==> src/rtl/csr_regfile.sv <==
// Machine-mode CSR storage: combinational reads, commit-time writes, counters and trap/mret updates.
// Interrupt state and the exported mtvec/mepc come straight from registers.
module csr_regfile #(
  parameter int              XLEN     = 64,
  parameter int              HART_ID  = 0,
  parameter logic [XLEN-1:0] MISA_VAL = XLEN'(64'h8000_0000_0000_1101)
) (
  input  logic            clk,
  input  logic            rstn,
  input  logic            csr_rvalid_i,
  input  logic [11:0]     csr_raddr_i,
  output logic [XLEN-1:0] csr_rdata_o,
  output logic            csr_rillegal_o,
  input  logic            csr_wvalid_i,
  input  logic [11:0]     csr_waddr_i,
  input  logic [XLEN-1:0] csr_wdata_i,
  input  logic [1:0]      retire_cnt_i,
  input  logic            trap_valid_i,
  input  logic [XLEN-1:0] trap_pc_i,
  input  logic [XLEN-1:0] trap_cause_i,
  input  logic [XLEN-1:0] trap_tval_i,
  input  logic            mret_i,
  input  logic            msip_i,
  input  logic            mtip_i,
  input  logic            meip_i,
  output logic [XLEN-1:0] mtvec_o,
  output logic [XLEN-1:0] mepc_o,
  output logic            irq_pending_o
);

  localparam logic [11:0] A_MSTATUS   = 12'h300;
  localparam logic [11:0] A_MISA      = 12'h301;
  localparam logic [11:0] A_MIE       = 12'h304;
  localparam logic [11:0] A_MTVEC     = 12'h305;
  localparam logic [11:0] A_MSCRATCH  = 12'h340;
  localparam logic [11:0] A_MEPC      = 12'h341;
  localparam logic [11:0] A_MCAUSE    = 12'h342;
  localparam logic [11:0] A_MTVAL     = 12'h343;
  localparam logic [11:0] A_MIP       = 12'h344;
  localparam logic [11:0] A_MCYCLE    = 12'hB00;
  localparam logic [11:0] A_MINSTRET  = 12'hB02;
  localparam logic [11:0] A_CYCLE     = 12'hC00;
  localparam logic [11:0] A_INSTRET   = 12'hC02;
  localparam logic [11:0] A_MVENDORID = 12'hF11;
  localparam logic [11:0] A_MARCHID   = 12'hF12;
  localparam logic [11:0] A_MIMPID    = 12'hF13;
  localparam logic [11:0] A_MHARTID   = 12'hF14;

  logic            status_mie, status_mpie;
  logic [2:0]      mie_q, mip_q;
  logic [XLEN-1:0] mtvec_q, mscratch_q, mepc_q, mcause_q, mtval_q, mcycle_q, minstret_q;
  logic [XLEN-1:0] mstatus_rd, mie_rd, mip_rd;

  // Interrupt enable/pending bits are kept packed as {MEI, MTI, MSI} and expanded on read.
  assign mstatus_rd = XLEN'({2'b11, 3'b000, status_mpie, 3'b000, status_mie, 3'b000});
  assign mie_rd     = XLEN'({mie_q[2], 3'b000, mie_q[1], 3'b000, mie_q[0], 3'b000});
  assign mip_rd     = XLEN'({mip_q[2], 3'b000, mip_q[1], 3'b000, mip_q[0], 3'b000});

  assign mtvec_o       = mtvec_q;
  assign mepc_o        = mepc_q;
  assign irq_pending_o = (|(mip_q & mie_q)) && status_mie;

  logic hit;
  always_comb begin
    csr_rdata_o = '0;
    hit         = 1'b1;
    case (csr_raddr_i)
      A_MSTATUS:                         csr_rdata_o = mstatus_rd;
      A_MISA:                            csr_rdata_o = MISA_VAL;
      A_MIE:                             csr_rdata_o = mie_rd;
      A_MTVEC:                           csr_rdata_o = mtvec_q;
      A_MSCRATCH:                        csr_rdata_o = mscratch_q;
      A_MEPC:                            csr_rdata_o = mepc_q;
      A_MCAUSE:                          csr_rdata_o = mcause_q;
      A_MTVAL:                           csr_rdata_o = mtval_q;
      A_MIP:                             csr_rdata_o = mip_rd;
      A_MCYCLE, A_CYCLE:                 csr_rdata_o = mcycle_q;
      A_MINSTRET, A_INSTRET:             csr_rdata_o = minstret_q;
      A_MVENDORID, A_MARCHID, A_MIMPID:  csr_rdata_o = '0;
      A_MHARTID:                         csr_rdata_o = XLEN'(HART_ID);
      default:                           hit = 1'b0;
    endcase
  end

  assign csr_rillegal_o = csr_rvalid_i && !hit;

  // The 11 encoding in waddr[11:10] marks read-only space, so those writes never decode.
  logic wr_en;
  assign wr_en = csr_wvalid_i && (csr_waddr_i[11:10] != 2'b11);

  always_ff @(posedge clk) begin
    if (!rstn) begin
      status_mie  <= 1'b0;
      status_mpie <= 1'b0;
      mie_q       <= '0;
      mip_q       <= '0;
      mtvec_q     <= '0;
      mscratch_q  <= '0;
      mepc_q      <= '0;
      mcause_q    <= '0;
      mtval_q     <= '0;
      mcycle_q    <= '0;
      minstret_q  <= '0;
    end else begin
      mip_q <= {meip_i, mtip_i, msip_i};

      if (wr_en && csr_waddr_i == A_MCYCLE) mcycle_q <= csr_wdata_i;
      else                                  mcycle_q <= mcycle_q + XLEN'(1);

      if (wr_en && csr_waddr_i == A_MINSTRET) minstret_q <= csr_wdata_i;
      else                                    minstret_q <= minstret_q + XLEN'(retire_cnt_i);

      if (wr_en && csr_waddr_i == A_MIE)
        mie_q <= {csr_wdata_i[11], csr_wdata_i[7], csr_wdata_i[3]};
      if (wr_en && csr_waddr_i == A_MTVEC)
        mtvec_q <= {csr_wdata_i[XLEN-1:2], csr_wdata_i[1] ? 2'b00 : csr_wdata_i[1:0]};
      if (wr_en && csr_waddr_i == A_MSCRATCH)
        mscratch_q <= csr_wdata_i;

      // Trap beats mret beats CSR writes, but only on the registers the winner touches.
      if (trap_valid_i) begin
        mepc_q      <= {trap_pc_i[XLEN-1:1], 1'b0};
        mcause_q    <= trap_cause_i;
        mtval_q     <= trap_tval_i;
        status_mpie <= status_mie;
        status_mie  <= 1'b0;
      end else begin
        if (mret_i) begin
          status_mie  <= status_mpie;
          status_mpie <= 1'b1;
        end else if (wr_en && csr_waddr_i == A_MSTATUS) begin
          status_mie  <= csr_wdata_i[3];
          status_mpie <= csr_wdata_i[7];
        end
        if (wr_en && csr_waddr_i == A_MEPC)   mepc_q   <= {csr_wdata_i[XLEN-1:1], 1'b0};
        if (wr_en && csr_waddr_i == A_MCAUSE) mcause_q <= csr_wdata_i;
        if (wr_en && csr_waddr_i == A_MTVAL)  mtval_q  <= csr_wdata_i;
      end
    end
  end

endmodule

==> config.mk <==
export PLATFORM = sky130hd
export DESIGN_NAME = csr_regfile
export DESIGN_NICKNAME = d
export VERILOG_FILES = /design/src/rtl/csr_regfile.sv
export SDC_FILE = /design/constraint.sdc
export NUM_CORES = 1
export LEC_CHECK = 0
export CAP_MARGIN = 20
export CORE_MARGIN = 2
export CORE_UTILIZATION = 45
export DETAILED_ROUTE_END_ITERATION = 8
export HOLD_SLACK_MARGIN = 0.02
export PLACE_DENSITY_LB_ADDON = 0.25
export SYNTH_ARGS = -nofsm -noshare
export SYNTH_HDL_FRONTEND = slang
export SYNTH_SLANG_ARGS = --single-unit
==> constraint.sdc <==
create_clock -name clk -period 6.6 [get_ports clk]
set_clock_uncertainty 0.2 [all_clocks]
set_input_delay 1.65 -clock clk [delete_from_list [all_inputs] [get_ports clk]]
set_output_delay 1.65 -clock clk [all_outputs]
set_load 0.02 [all_outputs]
==> metrics.txt <==
# TYPE chip_impl_metric gauge
chip_impl_metric{name="grt_util_all_layers",unit="%"} 29.5
chip_impl_metric{name="power.ir.vdd_worst",unit="mV"} 0.176
chip_impl_metric{name="antenna_violating_nets_post_route",unit=""} 0
chip_impl_metric{name="drt_first_pass_iters",unit=""} 8
chip_impl_metric{name="gp_routability_congestion",unit=""} 0.895
chip_impl_metric{name="intPower",unit="mW"} 4.78
chip_impl_metric{name="share_of_layout_cells_above_drive_strength_1",unit="%"} 5.41
chip_impl_info{name="crit_path_cells",value="clkdlybuf4s50_1 -> or4_1 -> or3_1 -> buf_4 -> nor3_4 -> buf_4 -> buf_12 -> a222oi_1 -> nand3_1 -> clkdlybuf4s50_1"} 1
chip_impl_info{name="timing.critical_path.from_type",value="primary input"} 1
chip_impl_metric{name="multi_input_area",unit="um2"} 12900
chip_impl_metric{name="swShare",unit="%"} 24.0
chip_impl_metric{name="period_share",unit="%"} 99.0
chip_impl_metric{name="dp.final_hpwl",unit="um"} 54100
chip_impl_metric{name="p_leak",unit="nW"} 10.3
chip_impl_metric{name="die-area",unit="um2"} 52800
chip_impl_info{name="setup.worst_path.end_class",value="primary output"} 1
chip_impl_metric{name="first_global_vias",unit=""} 22800
chip_impl_info{name="holdCritPathClass",value="reg -> reg"} 1
chip_impl_metric{name="async_set_or_reset_register_ratio_after_synthesis",unit="%"} 0
chip_impl_metric{name="num-fill-cells",unit=""} 4405
chip_impl_metric{name="worst_slew_margin_rel",unit="%"} 26.3
chip_impl_metric{name="overflow",unit=""} 0
chip_impl_metric{name="synthToLayoutAreaGrowth",unit="%"} 31.0
chip_impl_info{name="buffer_cell_driving_the_clock_tree_root",value="clkbuf_16"} 1
chip_impl_metric{name="max-cap-violations",unit=""} 0
chip_impl_info{name="cpMaxStageDelayCell",value="clkdlybuf4s50_1"} 1
chip_impl_metric{name="die_h",unit="um"} 230
chip_impl_metric{name="antenna-diode-count",unit=""} 0
chip_impl_metric{name="cts_sinks",unit=""} 454
chip_impl_metric{name="cts_buffer_depth",unit=""} 3
chip_impl_metric{name="synth.avg_cell_area",unit="um2"} 8.02
chip_impl_metric{name="num_io_pins",unit=""} 485
chip_impl_metric{name="insertion_delay",unit="ns"} 0.61
chip_impl_metric{name="placeableCoreArea",unit="um2"} 50300
chip_impl_metric{name="setup_total_negative_slack",unit="ns"} 0
chip_impl_metric{name="switchingPower",unit="mW"} 1.51
chip_impl_metric{name="seq_area",unit="um2"} 9090
chip_impl_metric{name="crit_path_buf_inv_count",unit=""} 5
chip_impl_metric{name="worst_ep_required_time",unit="ns"} 4.75
chip_impl_metric{name="grt_start_max_net_pins",unit=""} 199
chip_impl_metric{name="tritoncts.num_buffers",unit=""} 50
chip_impl_metric{name="fin_nets",unit=""} 3504
chip_impl_metric{name="dp_cells",unit=""} 3828
chip_impl_metric{name="share_clk_of_total_power",unit="%"} 45.6
chip_impl_metric{name="hold_fails_final_rpt",unit=""} 0
chip_impl_metric{name="wl_per_cell",unit="um"} 20.8
chip_impl_info{name="rsz0062_at_grt",value="no"} 1
chip_impl_metric{name="port_buffers",unit=""} 481
chip_impl_metric{name="postSynthCellCount",unit=""} 2862
chip_impl_metric{name="drcViolationCount",unit=""} 0
chip_impl_info{name="outcome",value="complete, no violations"} 1
chip_impl_info{name="critical_path_class",value="in -> out"} 1
chip_impl_metric{name="setup_viol",unit=""} 0
chip_impl_metric{name="cts.reportedPaths.clkPinSlew",unit="ns"} 0.06
chip_impl_metric{name="critical_path_peak_fanout",unit=""} 24
chip_impl_info{name="synth_ff_type",value="dfxtp_1"} 1
chip_impl_info{name="synthTopCellsByArea",value="dfxtp_1 40%, nand2_1 9.3%, mux2i_1 8.6%, o21ai_0 6.0%, and2_1 5.4%"} 1
chip_impl_metric{name="detail_route.vias_per_cell",unit=""} 5.94
chip_impl_metric{name="synth_sequential_area_ratio",unit="%"} 39.6
chip_impl_metric{name="pwr-share-seq",unit="%"} 45.4
chip_impl_metric{name="dr.first_iter.drc_count",unit=""} 2352
chip_impl_metric{name="p_comb_share",unit="%"} 9.0
chip_impl_metric{name="finalWirelength",unit="um"} 81500
chip_impl_metric{name="min_period",unit="ns"} 6.54
chip_impl_info{name="family_of_cells_with_the_greatest_summed_delay_on_the_critical_path",value="buffers and inverters"} 1
chip_impl_metric{name="die_w",unit="um"} 230
chip_impl_metric{name="max_clock_freq",unit="GHz"} 0.153
chip_impl_metric{name="cpPeakStageDelay",unit="ns"} 0.61
chip_impl_metric{name="yosys_warnings",unit=""} 0
chip_impl_info{name="largest_area_contributor_in_the_netlist",value="dfxtp_1"} 1
chip_impl_metric{name="num_vias",unit=""} 23300
chip_impl_metric{name="synth_edf_count",unit=""} 0
chip_impl_metric{name="power.total",unit="mW"} 6.29
chip_impl_metric{name="start_util",unit="%"} 45.6
chip_impl_metric{name="final_max_slew_viol_count",unit=""} 0
chip_impl_metric{name="top_area_cell_type_share_of_the_netlist_area",unit="%"} 39.6
chip_impl_metric{name="fp-row-count",unit=""} 82
chip_impl_metric{name="synth.ff_latch_count",unit=""} 454
chip_impl_metric{name="tightestPinTransition",unit="ns"} 1.11
chip_impl_metric{name="total_standard_cell_area_after_synthesis",unit="um2"} 22900
chip_impl_metric{name="grt_pass1_wl",unit="um"} 127000
chip_impl_info{name="tritoncts_clock_tree",value="done"} 1
chip_impl_metric{name="final_cells",unit=""} 3923
chip_impl_metric{name="cp.arrival",unit="ns"} 4.69
chip_impl_metric{name="p_per_area",unit="nW/um2"} 209
chip_impl_metric{name="initial_antenna_violation_count",unit=""} 1
chip_impl_metric{name="ctsHtreeMaxLevel",unit=""} 2
chip_impl_metric{name="synth_cell_type_count",unit=""} 57
[cell usage after synthesis, drive strengths merged (4+ instances only)]
master / count
nand3: 122
and2: 199
nor3: 43
xnor2: 66
or3: 11
a222oi: 117
clkbuf: 183
nor2: 90
xor2: 55
mux2i: 197
inv: 13
nand2: 567
a22oi: 6
a311oi: 5
a21oi: 205
nor2b: 4
dfxtp: 454
nor4: 20
nand4: 43
a221oi: 6
buf: 57
o21ai: 274
a211oi: 43
or4: 8
and4: 8
and3: 27
[logic make-up (layout without fill, tap and decap cells)]
kind of cell | Yosys count | in the layout | synth area share [%]
and+or+nand+nor | 1162 | 1162 | 24.1
AOI/OAI and AO/OA | 667 | 667 | 18.0
DFF | 454 | 454 | 39.6
buffers and inverters | 253 | 641 | 4.64
muxes | 200 | 200 | 8.79
xor gates and xnor gates | 121 | 121 | 4.62
adders and majority gates | 4 | 4 | 0.251
other | 1 | 2 | 0.0163
[placed cells by master, fill, tap and decap left out, types with 7 or more instances in the layout]
cell type        netlist  routed
a21oi_1              205     205
and4_1                 8       8
clkdlybuf4s50_1        0     458
dlymetal6s2s_1         0      19
clkinv_2               0      19
and2_1               199     199
nand2_1              567     567
clkbuf_16              0      50
and3_1                27      25
buf_12                 0      19
mux2i_1              197     197
xor2_1                55      55
clkbuf_8               0       8
or3_1                 11      10
nor4_1                18      16
nor2_1                90      88
xnor2_1               66      66
o21ai_0              274     274
dfxtp_1              454     454
nand4_1               43      43
nand3_1              122     122
buf_4                  3      34
a211oi_1              43      43
inv_1                 13      12
a222oi_1             117     117
clkbuf_1             183       7
nor3_1                40      35
[power by group through the flow]
stage	clock, mW	sequential, mW	combinational (mW)
3_3_place_gp	0	2.91	0.546
6_report	2.87	2.86	0.564
2_1_floorplan	0	2.93	0.216
5_1_grt	3.01	2.86	0.611
3_5_place_dp	0	2.92	0.558
4_1_cts	2.90	2.86	0.562
[layer usage]
metal	GRT usage [%]	wire, um	vias up
met5	0	11	-
met4	12.1	3280	2
met3	3.78	5760	223
met2	52.3	40300	1112
met1	36.0	32200	11100
li1	-	-	10900
[path summary, 6_finish.rpt]
path                                                   from                     endpoint  depth (start not counted)  slack, ns
worst min register to register  mscratch_q[52]$_SDFFE_PN0P_  mscratch_q[52]$_SDFFE_PN0P_                          2       0.25
worst min-delay path            mscratch_q[52]$_SDFFE_PN0P_  mscratch_q[52]$_SDFFE_PN0P_                          2       0.25
worst max-delay path                         csr_raddr_i[5]              csr_rdata_o[34]                         10       0.06
worst max register to register      mcycle_q[26]$_SDFF_PN0_      mcycle_q[63]$_SDFF_PN0_                          6       3.20
[flip-flops by register name, summed over array words and instances, names as in the netlist]
name         flops
minstret_q      64
mscratch_q      64
mepc_o          63
mie_q            3
mip_q            3
mcycle_q        64
mtvec_o         63
status_mpie      1
mcause_q        64
status_mie       1
mtval_q         64
[through the flow]
stage / area (um2) / hold slack (ns) / util (%) / worst slack [ns]
after floorplan: 23000 / 0.233 / - / 1.15
after global placement: 28300 / 0.241 / 56.3 / 0.00768
after detailed placement: 28300 / 0.246 / 56.3 / 0.0128
after CTS: 30000 / 0.255 / 59.6 / 0.0165
after global routing: 30100 / 0.271 / 59.8 / 0.000387
final: 30100 / 0.254 / 59.8 / 0.0636
[what timing repair did]
action                     in CTS  in global routing
setup endpoints to repair      10                 38
pin swaps                       0                  1
hold buffers                    0                  0
setup buffers                   0                  0
resized for setup               3                 21
[final cells by class]
type                            instances  area share (%)
Timing Repair Buffer                  534            18.3
Tap cell                              672            2.80
Inverter                               13           0.179
Clock inverter                         29           0.978
Clock buffer                           65            4.62
Sequential cell                       454            30.2
Multi-Input combinational cell       2156            42.9
[tightest hold or removal path, delay by kind of cell (launching register included)]
| family | cells | cell delay [ns] |
|---|---|---|
| flip-flops | 1 | 0.31 |
| AO/OA/AOI/OAI | 1 | 0.05 |
| AND/OR/NAND/NOR | 1 | 0.05 |
Power figures use the tool's default switching activity.
